**config.mk**
```make
export PLATFORM = sky130hd
export DESIGN_NAME = branch_resolve_unit_flat
export DESIGN_NICKNAME = d
export VERILOG_FILES = /design/src/rtl/rv_branch_pkg.sv /design/src/rtl/branch_resolve_unit_if.sv /design/src/rtl/bht_bimodal.sv /design/src/rtl/branch_resolve_unit.sv /design/src/flat_wrapper.sv
export SDC_FILE = /design/constraint.sdc
export NUM_CORES = 1
export LEC_CHECK = 0
export CELL_PAD_IN_SITES_DETAIL_PLACEMENT = 0
export CELL_PAD_IN_SITES_GLOBAL_PLACEMENT = 2
export CORE_UTILIZATION = 33
export CTS_CLUSTER_DIAMETER = 200
export DETAILED_ROUTE_END_ITERATION = 10
export PLACE_DENSITY = 0.84
export SLEW_MARGIN = 10
export SYNTH_ARGS = -nofsm -noshare
export SYNTH_HDL_FRONTEND = slang
export SYNTH_HIERARCHICAL = 1
export SYNTH_SLANG_ARGS = --single-unit
```
**constraint.sdc**
```tcl
create_clock -name clk -period 3.65 [get_ports clk]
set_clock_uncertainty 0.1 [all_clocks]
set_input_delay 0.365 -clock clk [delete_from_list [all_inputs] [get_ports clk]]
set_output_delay 0.365 -clock clk [all_outputs]
set_load 0.005 [all_outputs]
```
**src/rtl/rv_branch_pkg.sv**
```systemverilog
// ============================================================================
//  Module      : rv_branch_pkg
//  Description : Shared branch encodings and 2-bit bimodal counter helpers.
//  Revision    : 1.0 - initial release
// ============================================================================
`default_nettype none

package rv_branch_pkg;

    localparam logic [2:0] BR_BEQ  = 3'b000;
    localparam logic [2:0] BR_BNE  = 3'b001;
    localparam logic [2:0] BR_BLT  = 3'b100;
    localparam logic [2:0] BR_BGE  = 3'b101;
    localparam logic [2:0] BR_BLTU = 3'b110;
    localparam logic [2:0] BR_BGEU = 3'b111;

    localparam logic [1:0] SNT      = 2'b00;
    localparam logic [1:0] WNT      = 2'b01;
    localparam logic [1:0] WT       = 2'b10;
    localparam logic [1:0] ST       = 2'b11;
    localparam logic [1:0] BHT_INIT = WNT;

    function automatic logic [1:0] ctr_next(input logic [1:0] ctr, input logic taken);
        if (taken) begin
            ctr_next = (ctr == ST) ? ST : ctr + 2'd1;
        end else begin
            ctr_next = (ctr == SNT) ? SNT : ctr - 2'd1;
        end
    endfunction

endpackage

`default_nettype wire

```
**src/rtl/branch_resolve_unit_if.sv**
```systemverilog
// ============================================================================
//  Module      : branch_resolve_unit_if
//  Description : EX branch request, IF lookup and resolved-result bundle.
//  Revision    : 1.0 - initial release
// ============================================================================
`default_nettype none

interface branch_resolve_unit_if #(
    parameter int XLEN  = 32,
    parameter int CNT_W = 32
);
    logic             ex_valid_i;
    logic [2:0]       ex_funct3_i;
    logic [XLEN-1:0]  ex_rs1_i;
    logic [XLEN-1:0]  ex_rs2_i;
    logic [XLEN-1:0]  ex_pc_i;
    logic [XLEN-1:0]  ex_imm_i;
    logic             ex_pred_i;
    logic             stall_i;
    logic             flush_i;
    logic [XLEN-1:0]  if_pc_i;
    logic             if_pred_o;
    logic             res_valid_o;
    logic             res_taken_o;
    logic             res_mispred_o;
    logic [XLEN-1:0]  res_target_o;
    logic [CNT_W-1:0] branch_cnt_o;
    logic [CNT_W-1:0] mispred_cnt_o;

    modport master (
        output ex_valid_i, ex_funct3_i, ex_rs1_i, ex_rs2_i, ex_pc_i, ex_imm_i,
               ex_pred_i, stall_i, flush_i, if_pc_i,
        input  if_pred_o, res_valid_o, res_taken_o, res_mispred_o, res_target_o,
               branch_cnt_o, mispred_cnt_o
    );

    modport slave (
        input  ex_valid_i, ex_funct3_i, ex_rs1_i, ex_rs2_i, ex_pc_i, ex_imm_i,
               ex_pred_i, stall_i, flush_i, if_pc_i,
        output if_pred_o, res_valid_o, res_taken_o, res_mispred_o, res_target_o,
               branch_cnt_o, mispred_cnt_o
    );
endinterface

`default_nettype wire

```
**src/rtl/bht_bimodal.sv**
```systemverilog
// ============================================================================
//  Module      : bht_bimodal
//  Description : DEPTH-entry 2-bit saturating counter table, one lookup port
//                and one update port.
//  Revision    : 1.0 - initial release
// ============================================================================
`default_nettype none

module bht_bimodal
    import rv_branch_pkg::*;
#(
    parameter int DEPTH = 64,
    parameter int IDX_W = $clog2(DEPTH)
) (
    input  logic             clk,
    input  logic             rst_n,
    input  logic [IDX_W-1:0] lookup_idx,
    output logic             lookup_pred,
    input  logic             upd_en,
    input  logic [IDX_W-1:0] upd_idx,
    input  logic             upd_taken
);

    logic [1:0] ctr [DEPTH];

    always_ff @(posedge clk or negedge rst_n) begin
        if (!rst_n) begin
            for (int i = 0; i < DEPTH; i++) begin
                ctr[i] <= BHT_INIT;
            end
        end else if (upd_en) begin
            ctr[upd_idx] <= ctr_next(ctr[upd_idx], upd_taken);
        end
    end

    // Read is combinational off the stored array, so a same-cycle update
    // to the looked-up entry is only visible after the edge.
    assign lookup_pred = (ctr[lookup_idx] >= WT);

endmodule

`default_nettype wire

```
**src/rtl/branch_resolve_unit.sv**
```systemverilog
// ============================================================================
//  Module      : branch_resolve_unit
//  Description : EX-stage branch resolver: registered compare/target result,
//                bimodal BHT training with IF lookup, perf counters.
//  Revision    : 1.0 - initial release
// ============================================================================
`default_nettype none

module branch_resolve_unit
    import rv_branch_pkg::*;
#(
    parameter int XLEN  = 32,
    parameter int DEPTH = 64,
    parameter int CNT_W = 32
) (
    input  logic                  clk,
    input  logic                  rst_n,
    branch_resolve_unit_if.slave  bus
);

    localparam int IDX_W = $clog2(DEPTH);

    logic            cmp_eq;
    logic            cmp_lt_s;
    logic            cmp_lt_u;
    logic            taken;
    logic            mispred;
    logic [XLEN-1:0] target;
    logic            load;
    logic            train;

    logic             res_valid;
    logic             res_taken;
    logic             res_mispred;
    logic [XLEN-1:0]  res_target;
    logic [CNT_W-1:0] branch_cnt;
    logic [CNT_W-1:0] mispred_cnt;

    always_comb begin
        cmp_eq   = (bus.ex_rs1_i == bus.ex_rs2_i);
        cmp_lt_s = ($signed(bus.ex_rs1_i) < $signed(bus.ex_rs2_i));
        cmp_lt_u = (bus.ex_rs1_i < bus.ex_rs2_i);
        taken    = 1'b0;
        case (bus.ex_funct3_i)
            BR_BEQ:  taken = cmp_eq;
            BR_BNE:  taken = !cmp_eq;
            BR_BLT:  taken = cmp_lt_s;
            BR_BGE:  taken = !cmp_lt_s;
            BR_BLTU: taken = cmp_lt_u;
            BR_BGEU: taken = !cmp_lt_u;
            default: taken = 1'b0;
        endcase
    end

    assign target  = taken ? (bus.ex_pc_i + bus.ex_imm_i) : (bus.ex_pc_i + XLEN'(4));
    assign mispred = (taken != bus.ex_pred_i);
    assign load    = !bus.flush_i && !bus.stall_i;
    // Training is tied to the loading edge so a stalled result is counted once.
    assign train   = load && bus.ex_valid_i;

    always_ff @(posedge clk or negedge rst_n) begin
        if (!rst_n) begin
            res_valid   <= 1'b0;
            res_taken   <= 1'b0;
            res_mispred <= 1'b0;
            res_target  <= '0;
        end else if (bus.flush_i) begin
            res_valid   <= 1'b0;
        end else if (load) begin
            res_valid   <= bus.ex_valid_i;
            res_taken   <= taken;
            res_mispred <= mispred;
            res_target  <= target;
        end
    end

    always_ff @(posedge clk or negedge rst_n) begin
        if (!rst_n) begin
            branch_cnt  <= '0;
            mispred_cnt <= '0;
        end else if (train) begin
            if (branch_cnt != '1) begin
                branch_cnt <= branch_cnt + CNT_W'(1);
            end
            if (mispred && (mispred_cnt != '1)) begin
                mispred_cnt <= mispred_cnt + CNT_W'(1);
            end
        end
    end

    logic if_pred;

    bht_bimodal #(
        .DEPTH (DEPTH),
        .IDX_W (IDX_W)
    ) u_bht (
        .clk         (clk),
        .rst_n       (rst_n),
        .lookup_idx  (bus.if_pc_i[IDX_W+1:2]),
        .lookup_pred (if_pred),
        .upd_en      (train),
        .upd_idx     (bus.ex_pc_i[IDX_W+1:2]),
        .upd_taken   (taken)
    );

    logic unused_pc_bits;
    assign unused_pc_bits = &{1'b0, bus.if_pc_i[1:0], bus.if_pc_i[XLEN-1:IDX_W+2],
                              bus.ex_pc_i[1:0], bus.ex_pc_i[XLEN-1:IDX_W+2]};

    assign bus.if_pred_o     = if_pred;
    assign bus.res_valid_o   = res_valid;
    assign bus.res_taken_o   = res_taken;
    assign bus.res_mispred_o = res_mispred;
    assign bus.res_target_o  = res_target;
    assign bus.branch_cnt_o  = branch_cnt;
    assign bus.mispred_cnt_o = mispred_cnt;

endmodule

`default_nettype wire

```
**src/flat_wrapper.sv**
```systemverilog
// flat-port wrapper written by rule: the top's interface ports become plain ports
module branch_resolve_unit_flat import rv_branch_pkg::*;
#(
    parameter int XLEN  = 32,
    parameter int DEPTH = 64,
    parameter int CNT_W = 32
)
  (clk, rst_n, bus_ex_valid_i, bus_ex_funct3_i, bus_ex_rs1_i, bus_ex_rs2_i, bus_ex_pc_i, bus_ex_imm_i, bus_ex_pred_i, bus_stall_i, bus_flush_i, bus_if_pc_i, bus_if_pred_o, bus_res_valid_o, bus_res_taken_o, bus_res_mispred_o, bus_res_target_o, bus_branch_cnt_o, bus_mispred_cnt_o);
  branch_resolve_unit_if #(.XLEN(XLEN), .CNT_W(CNT_W)) bus_i ();
  input  logic clk;
  input  logic rst_n;
  input wire logic [$bits(bus_i.ex_valid_i)-1:0] bus_ex_valid_i;
  input wire logic [$bits(bus_i.ex_funct3_i)-1:0] bus_ex_funct3_i;
  input wire logic [$bits(bus_i.ex_rs1_i)-1:0] bus_ex_rs1_i;
  input wire logic [$bits(bus_i.ex_rs2_i)-1:0] bus_ex_rs2_i;
  input wire logic [$bits(bus_i.ex_pc_i)-1:0] bus_ex_pc_i;
  input wire logic [$bits(bus_i.ex_imm_i)-1:0] bus_ex_imm_i;
  input wire logic [$bits(bus_i.ex_pred_i)-1:0] bus_ex_pred_i;
  input wire logic [$bits(bus_i.stall_i)-1:0] bus_stall_i;
  input wire logic [$bits(bus_i.flush_i)-1:0] bus_flush_i;
  input wire logic [$bits(bus_i.if_pc_i)-1:0] bus_if_pc_i;
  output wire logic [$bits(bus_i.if_pred_o)-1:0] bus_if_pred_o;
  output wire logic [$bits(bus_i.res_valid_o)-1:0] bus_res_valid_o;
  output wire logic [$bits(bus_i.res_taken_o)-1:0] bus_res_taken_o;
  output wire logic [$bits(bus_i.res_mispred_o)-1:0] bus_res_mispred_o;
  output wire logic [$bits(bus_i.res_target_o)-1:0] bus_res_target_o;
  output wire logic [$bits(bus_i.branch_cnt_o)-1:0] bus_branch_cnt_o;
  output wire logic [$bits(bus_i.mispred_cnt_o)-1:0] bus_mispred_cnt_o;
  assign bus_i.ex_valid_i = bus_ex_valid_i;
  assign bus_i.ex_funct3_i = bus_ex_funct3_i;
  assign bus_i.ex_rs1_i = bus_ex_rs1_i;
  assign bus_i.ex_rs2_i = bus_ex_rs2_i;
  assign bus_i.ex_pc_i = bus_ex_pc_i;
  assign bus_i.ex_imm_i = bus_ex_imm_i;
  assign bus_i.ex_pred_i = bus_ex_pred_i;
  assign bus_i.stall_i = bus_stall_i;
  assign bus_i.flush_i = bus_flush_i;
  assign bus_i.if_pc_i = bus_if_pc_i;
  assign bus_if_pred_o = bus_i.if_pred_o;
  assign bus_res_valid_o = bus_i.res_valid_o;
  assign bus_res_taken_o = bus_i.res_taken_o;
  assign bus_res_mispred_o = bus_i.res_mispred_o;
  assign bus_res_target_o = bus_i.res_target_o;
  assign bus_branch_cnt_o = bus_i.branch_cnt_o;
  assign bus_mispred_cnt_o = bus_i.mispred_cnt_o;
  branch_resolve_unit #(.XLEN(XLEN), .DEPTH(DEPTH), .CNT_W(CNT_W)) u_core (.clk(clk), .rst_n(rst_n), .bus(bus_i));
endmodule
```
==> results.md, run 1 <==
* Commonest non-fill, non-tap cell in the layout: nand2_1
* Antenna violations before repair at 3
* Largest net degree at the start of global routing at 117
* H-Tree Depth at 1
* DR WL/cell at 18.7 µm
* Critical path type: in2out
* Hold endpoint: u_core/bus.res_valid_o$_DFFE_PN0P_
* Number of distinct library cells after synthesis at 76
* Layout cells sized above 1 at 16.6%
* Async SR Flop Fraction at 100%
* CTS buffer count at 28
* Dpl cell area at 18300 µm²
* Vias per cell at 5.22
* Min-Delay Startpoint: bus_flush_i
* Clk slew on worst S/H paths at 0.06 ns
* Post-Layout Cell Count at 2445
* Vias in the first global route at 12762
* Sw frac at 29.1%
* Most frequent cells in the layout: nand2_1 (297), clkdlybuf4s50_1 (239), dfrtp_1 (163)
* Status: complete, no violations
* Setup crit end kind: primary output
* Lkg Pwr at 0.00798 µW
* NetSw at 2160 µW
* Final min period at 3.59 ns
* Comb pwr share at 23.4%
* PortBufs at 242
* Worst setup SP type: input pin
* CTS Root Cell: clkbuf_16
* Part of the power in registers at 38.6%
* Mean Syn Cell Area at 9.46 µm²
* Sequential area share after synthesis at 39.5%
* Final setup viols at 0
* Crit-path max FO at 16
* Layout net count at 2072
* Die Y at 212 µm
* Worst hold path depth at 2
* Placed instance count at 2390
* Actual slew at the worst max-slew pin at 1.03 ns
* CTS tree: done
* Clock share of power at 37.9%
* Syn Inst Count at 1541
* Hold Path Class: in2reg
* Clk_lat worst skew at 0.57 ns
* Crit path required time at 3.18 ns
* Unrepaired setup endpoints after global routing: no
* Fin. Hold Viols at 0
* DR iter-0 viols at 736
* Detailed Place HPWL at 33300 µm
* Peak VDD IR at 333 µV
* Reg-to-reg critical path endpoint: u_core/bus.branch_cnt_o[24]$_DFFE_PN0P_
* Dominant synthesized flop cell: dfrtp_1
* Initial Util at 33.6%
* Total Wirelength at 45600 µm
* Worst reg2reg path depth at 10
* Setup WS pre-CTS at -0.211 ns
* Core ar. at 43400 µm²
* EDFF count, synth at 0
* Setup slack, reg-to-reg at 0.75 ns
* Via Count at 12760
* Final Cell Area at 19300 µm²
* First-pass GRT wire length at 71800 µm
* Die ar. at 45000 µm²
* Grt total ovfl at 0
* Synth Register Bits at 227
* Global Route Usage Sum at 20.4%
* Pins over their slew limit at 0
* FP Rows at 76
* Io pins at 269
* Post-Syn Area at 14600 µm²
* YS warnings at 6
* Initial DRT Pass Iterations at 9
* Synth Net Count at 1777
* Chip width at 212 µm
* Drt drc at 0
* Crit path DAT at 3.13 ns
* Rel. slew slack at 31.6%
* Tcrit/Tclk final at 98.4%
* Highest clock rate at 279 MHz
* Final WS setup at 0.0597 ns
* Power Density at 385 nW/µm²
* Antenna Nets Post-Route at 0
* CTS sink count at 227
* Internal Power at 5260 µW
* Buffer depth of the longest clock path at 3
* Max_cap viols at 0
* Routability cong. at 0.864
* Critical R2R Launch: u_core/bus.branch_cnt_o[3]$_DFFE_PN0P_
* P&R area growth vs syn at 32.1%
-- worst max-delay path by stage --
stage	from	to	slack, ns	cells past startpoint
after global routing	bus_if_pc_i[2]	bus_if_pred_o	0.01	6
after global placement	bus_ex_rs2_i[21]	u_core/u_bht/ctr[67]$_DFFE_PN0P_	-0.16	16
after CTS	bus_if_pc_i[2]	bus_if_pred_o	0.06	6
after detailed placement	bus_ex_rs2_i[21]	u_core/u_bht/ctr[93]$_DFFE_PN0P_	-0.21	16
after floorplan	bus_ex_rs2_i[21]	u_core/u_bht/ctr[111]$_DFFE_PN0P_	0.27	17
final	bus_if_pc_i[2]	bus_if_pred_o	0.06	6
-- Yosys cell counts, types with 7 or more instances --
master | count | area (µm²)
a21o_1 | 23 | 173
a21oi_1 | 61 | 305
a221oi_1 | 10 | 87.6
a22oi_1 | 12 | 90.1
and2_1 | 7 | 43.8
and3_1 | 22 | 138
and4_1 | 8 | 70.1
buf_2 | 45 | 225
buf_6 | 10 | 113
clkbuf_1 | 19 | 71.3
dfrtp_1 | 163 | 4080
dfstp_2 | 64 | 1680
ha_1 | 66 | 826
inv_1 | 55 | 206
mux2_2 | 8 | 90.1
mux2i_1 | 22 | 220
mux4_2 | 28 | 631
nand2_1 | 297 | 1110
nand3_1 | 54 | 270
nand4_1 | 34 | 213
nor2_1 | 62 | 233
nor2b_1 | 9 | 56.3
nor3_1 | 21 | 105
nor4_1 | 11 | 68.8
o21ai_0 | 66 | 330
o31ai_1 | 99 | 743
o31ai_2 | 30 | 375
xnor2_1 | 81 | 709
xor2_1 | 40 | 350
-- registers in the layout, summed over array words and instances (netlist names) --
signal                    count
u_core/bus.mispred_cnt_o     32
u_core/bus.res_valid_o        1
u_core/u_bht/ctr            128
u_core/bus.res_mispred_o      1
u_core/bus.branch_cnt_o      32
u_core/bus.res_target_o      32
u_core/bus.res_taken_o        1
-- metal layers --
layer  vias up  wire (µm)  global-route usage (%)
met2       325      21700                    33.8
met4         2        951                    4.85
met5         -          8                       0
met1      6198      20200                    27.1
met3        57       2750                    4.06
li1       6178          -                       -
-- through the flow --
stage	setup TNS (ns)	power, µW	hold WS (ns)	utilization, %
5_1_grt	0	7790	0.305	44.4
3_5_place_dp	-20.26	4650	0.361	42.2
3_3_place_gp	-17.31	4640	0.358	42.2
4_1_cts	0	7510	0.266	44.4
6_report	0	7420	0.285	44.4
2_1_floorplan	0	3720	-0.0306	-
-- cell families after synthesis --
logic type	Yosys count	share of synthesized area [%]
xor+xnor	123	7.57
compound gates	363	18.0
flops	227	39.5
mux	59	6.53
fa+ha+maj	67	5.80
buf+inv	139	4.56
simple gates	563	18.0
-- worst max-delay path, cell delays in order --
cell	delay, ns
clkdlybuf4s50_1	0.51
buf_12	0.21
mux4_2	0.58
mux4_2	0.53
mux4_2	0.46
clkdlybuf4s50_1	0.45
-- layout make-up --
cell class	count	area, µm²
diodes	2	5.00
clock buffers	46	910
clock inverters	6	33.8
fillers	4267	24100
inverters	56	210
multi-input cells	1175	8170
flip-flops and latches	227	5760
well taps	585	732
repair buffers	348	3440
-- power groups by stage --
stage / combinational, µW / sequential [µW] / clock (µW)
6_report: 1740 / 2870 / 2810
5_1_grt: 1900 / 2890 / 3000
4_1_cts: 1750 / 2870 / 2890
3_5_place_dp: 1740 / 2910 / 0
3_3_place_gp: 1730 / 2910 / 0
2_1_floorplan: 837 / 2880 / 0
-- repair_timing --
item / CTS / global route
buffers inserted: 0 / 0
hold endpoints to repair: 73 / 0
hold buffers: 1 / 0
gates resized for setup: 0 / 0
Note: power is estimated with default switching activity, not from simulation.
==> inputs of run 2 (changes only) <==
- HOLD_SLACK_MARGIN: not set -> 0.03
==> results of run 2 <==
The final DEF is identical to that of run 1; final timing and power are the same.
==> edit (config.mk and constraints of run 1) <==
Make the reset (`rst_n`) synchronous in 3 clocked blocks.
--- a/src/rtl/bht_bimodal.sv
+++ b/src/rtl/bht_bimodal.sv
@@ -25,3 +25,3 @@
 
-    always_ff @(posedge clk or negedge rst_n) begin
+    always_ff @(posedge clk) begin
         if (!rst_n) begin
--- a/src/rtl/branch_resolve_unit.sv
+++ b/src/rtl/branch_resolve_unit.sv
@@ -60,3 +60,3 @@
 
-    always_ff @(posedge clk or negedge rst_n) begin
+    always_ff @(posedge clk) begin
         if (!rst_n) begin
@@ -76,3 +76,3 @@
 
-    always_ff @(posedge clk or negedge rst_n) begin
+    always_ff @(posedge clk) begin
         if (!rst_n) begin
Check against the original RTL: differs if rst_n is asserted again (counterexample within 4 cycles, from zero or initial values and one cycle with rst_n low); with rst_n held inactive, the same outputs for 4 cycles.
==> edit against run 1 <==
Synthesized area is 4.8% higher; routed wire length is 7.4% higher; count of clock-buffer cells in the layout is 14 lower; cell area is 1.4% higher; worst setup slack better by 130 ps; power is 4.5% lower; critical path depth is 2 higher; sequential cell count stayed put; register-to-register slack worse by 170 ps; critical path type unchanged; largest cell class unchanged; largest power group unchanged; highest routed layer is now met4.
==> edit: results (changes against run 1) <==
hold path start=rst_n (was bus_flush_i); WHS Path Cells=3 (was 2); Leak=6.92 nW (was 7.98 nW); placed insts=2474 (was 2390); Netlist cell types=83 (was 76); Multi-In Gates=1261 (was 1175); Seq pwr share=0.395 (was 0.386); post-place setup slack=-35.4 ps (was -211 ps); Avg WL per Cell=19.4 um (was 18.7 um); fraction of area in non-clock buffers=0.165 (was 0.179); Clock net power=0.00279 W; Total GRT Usage=0.205 (was 0.204); clock-cell share of area=0.0471 (was 0.0490); met3 usage=0.0257 (was 0.0406); sw frac=0.287 (was 0.291); routed via count=13700 (was 12800); initial antenna violation count=1 (was 3); drt first pass iters=5 (was 9); crit path DAT=2990 ps (was 3130 ps); largest net degree at the start of global routing=60 (was 117); sequential share of cell area=0.298 (was 0.299); CP delay by family, top=buffers and inverters (was multiplexers); grt met1 use=0.274 (was 0.271); Final GP Congestion=0.867 (was 0.864); Clock Power Share=0.393 (was 0.379); Total Nets Final=2140 (was 2072); vias in the first global route=13300 (was 12800); Buffers excl. clock=330 (was 348); reg-to-reg endpoint=u_core/bus.mispred_cnt_o[19] (was u_core/bus.branch_cnt_o[24]); worst r2r src=u_core/bus.mispred_cnt_o[10] (was u_core/bus.branch_cnt_o[3]); synth cell count leaders=nand2_1, nor2_1, edfxtp_1, dfxtp_1, nand3_1 (was nand2_1, dfrtp_1, o31ai_1, xnor2_1); r2r setup slk=580 ps (was 750 ps); worst vdd ir=370 uV (was 333 uV); slowest cell delay on critical path=560 ps (was 580 ps); hold slack=237 ps (was 285 ps); ys flop type=edfxtp_1 (was dfrtp_1); first-pass GRT wire length=76200 um (was 71800 um); multi-input logic area=8600 um2 (was 8170 um2); share of cells above drive strength 1=0.136 (was 0.166); status=completed (unchanged); clk_buf instances=32 (was 46); asr flop ratio synth=0 (was 1.00); crit path from=bus_if_pc_i[2] (unchanged); Worst Hold End=u_core/bus.res_target_o[30] (was u_core/bus.res_valid_o); met2 usage=0.340 (was 0.338); HP Class=input pin to flop (unchanged); Syn-to-layout area delta=27.8% (was 32.1%); Placed Instance Area=18600 um2 (was 18300 um2); worst-margin pin slew=1160 ps (was 1030 ps); row count=78 (was 76); FILL cells=4427 (was 4267); R2R depth=9 (was 10)
==> edit: changes by cell type in the layout (fill, tap and decap cells not counted), moves of 29 or more <==
cell / before / now
dfrtp_1: 163 / 0
dfstp_2: 64 / 0
dfxtp_1: 0 / 99
edfxtp_1: 0 / 128
nand2_1: 297 / 216
nand3_2: 0 / 60
nor2_1: 61 / 152
o31ai_1: 99 / 10
o31ai_2: 30 / 1
xnor2_1: 81 / 43
==> edit: logic make-up after synthesis <==
logic type	after synthesis	share of synthesized area
and+or+nand+nor	724	0.250
AOI/OAI and AO/OA	307	0.130
DFF	227	0.381
buffers and inverters	162	0.0567
muxes	83	0.0806
xor gates and xnor gates	78	0.0447
adders and majority gates	69	0.0568
==> edit: layer usage <==
layer  wire length (um)  part of all wire  vias to the layer above
li1                   -                 -                     6593
met1              21900              0.45                     6653
met2              23000              0.47                      395
met3               2560             0.052                       71
met4               1540             0.031                        0
met5                  0                 0                        -
==> edit: worst min-delay path, stage by stage <==
cell      delay, ps
buf_4           260
o221ai_1        140
a21oi_1          50
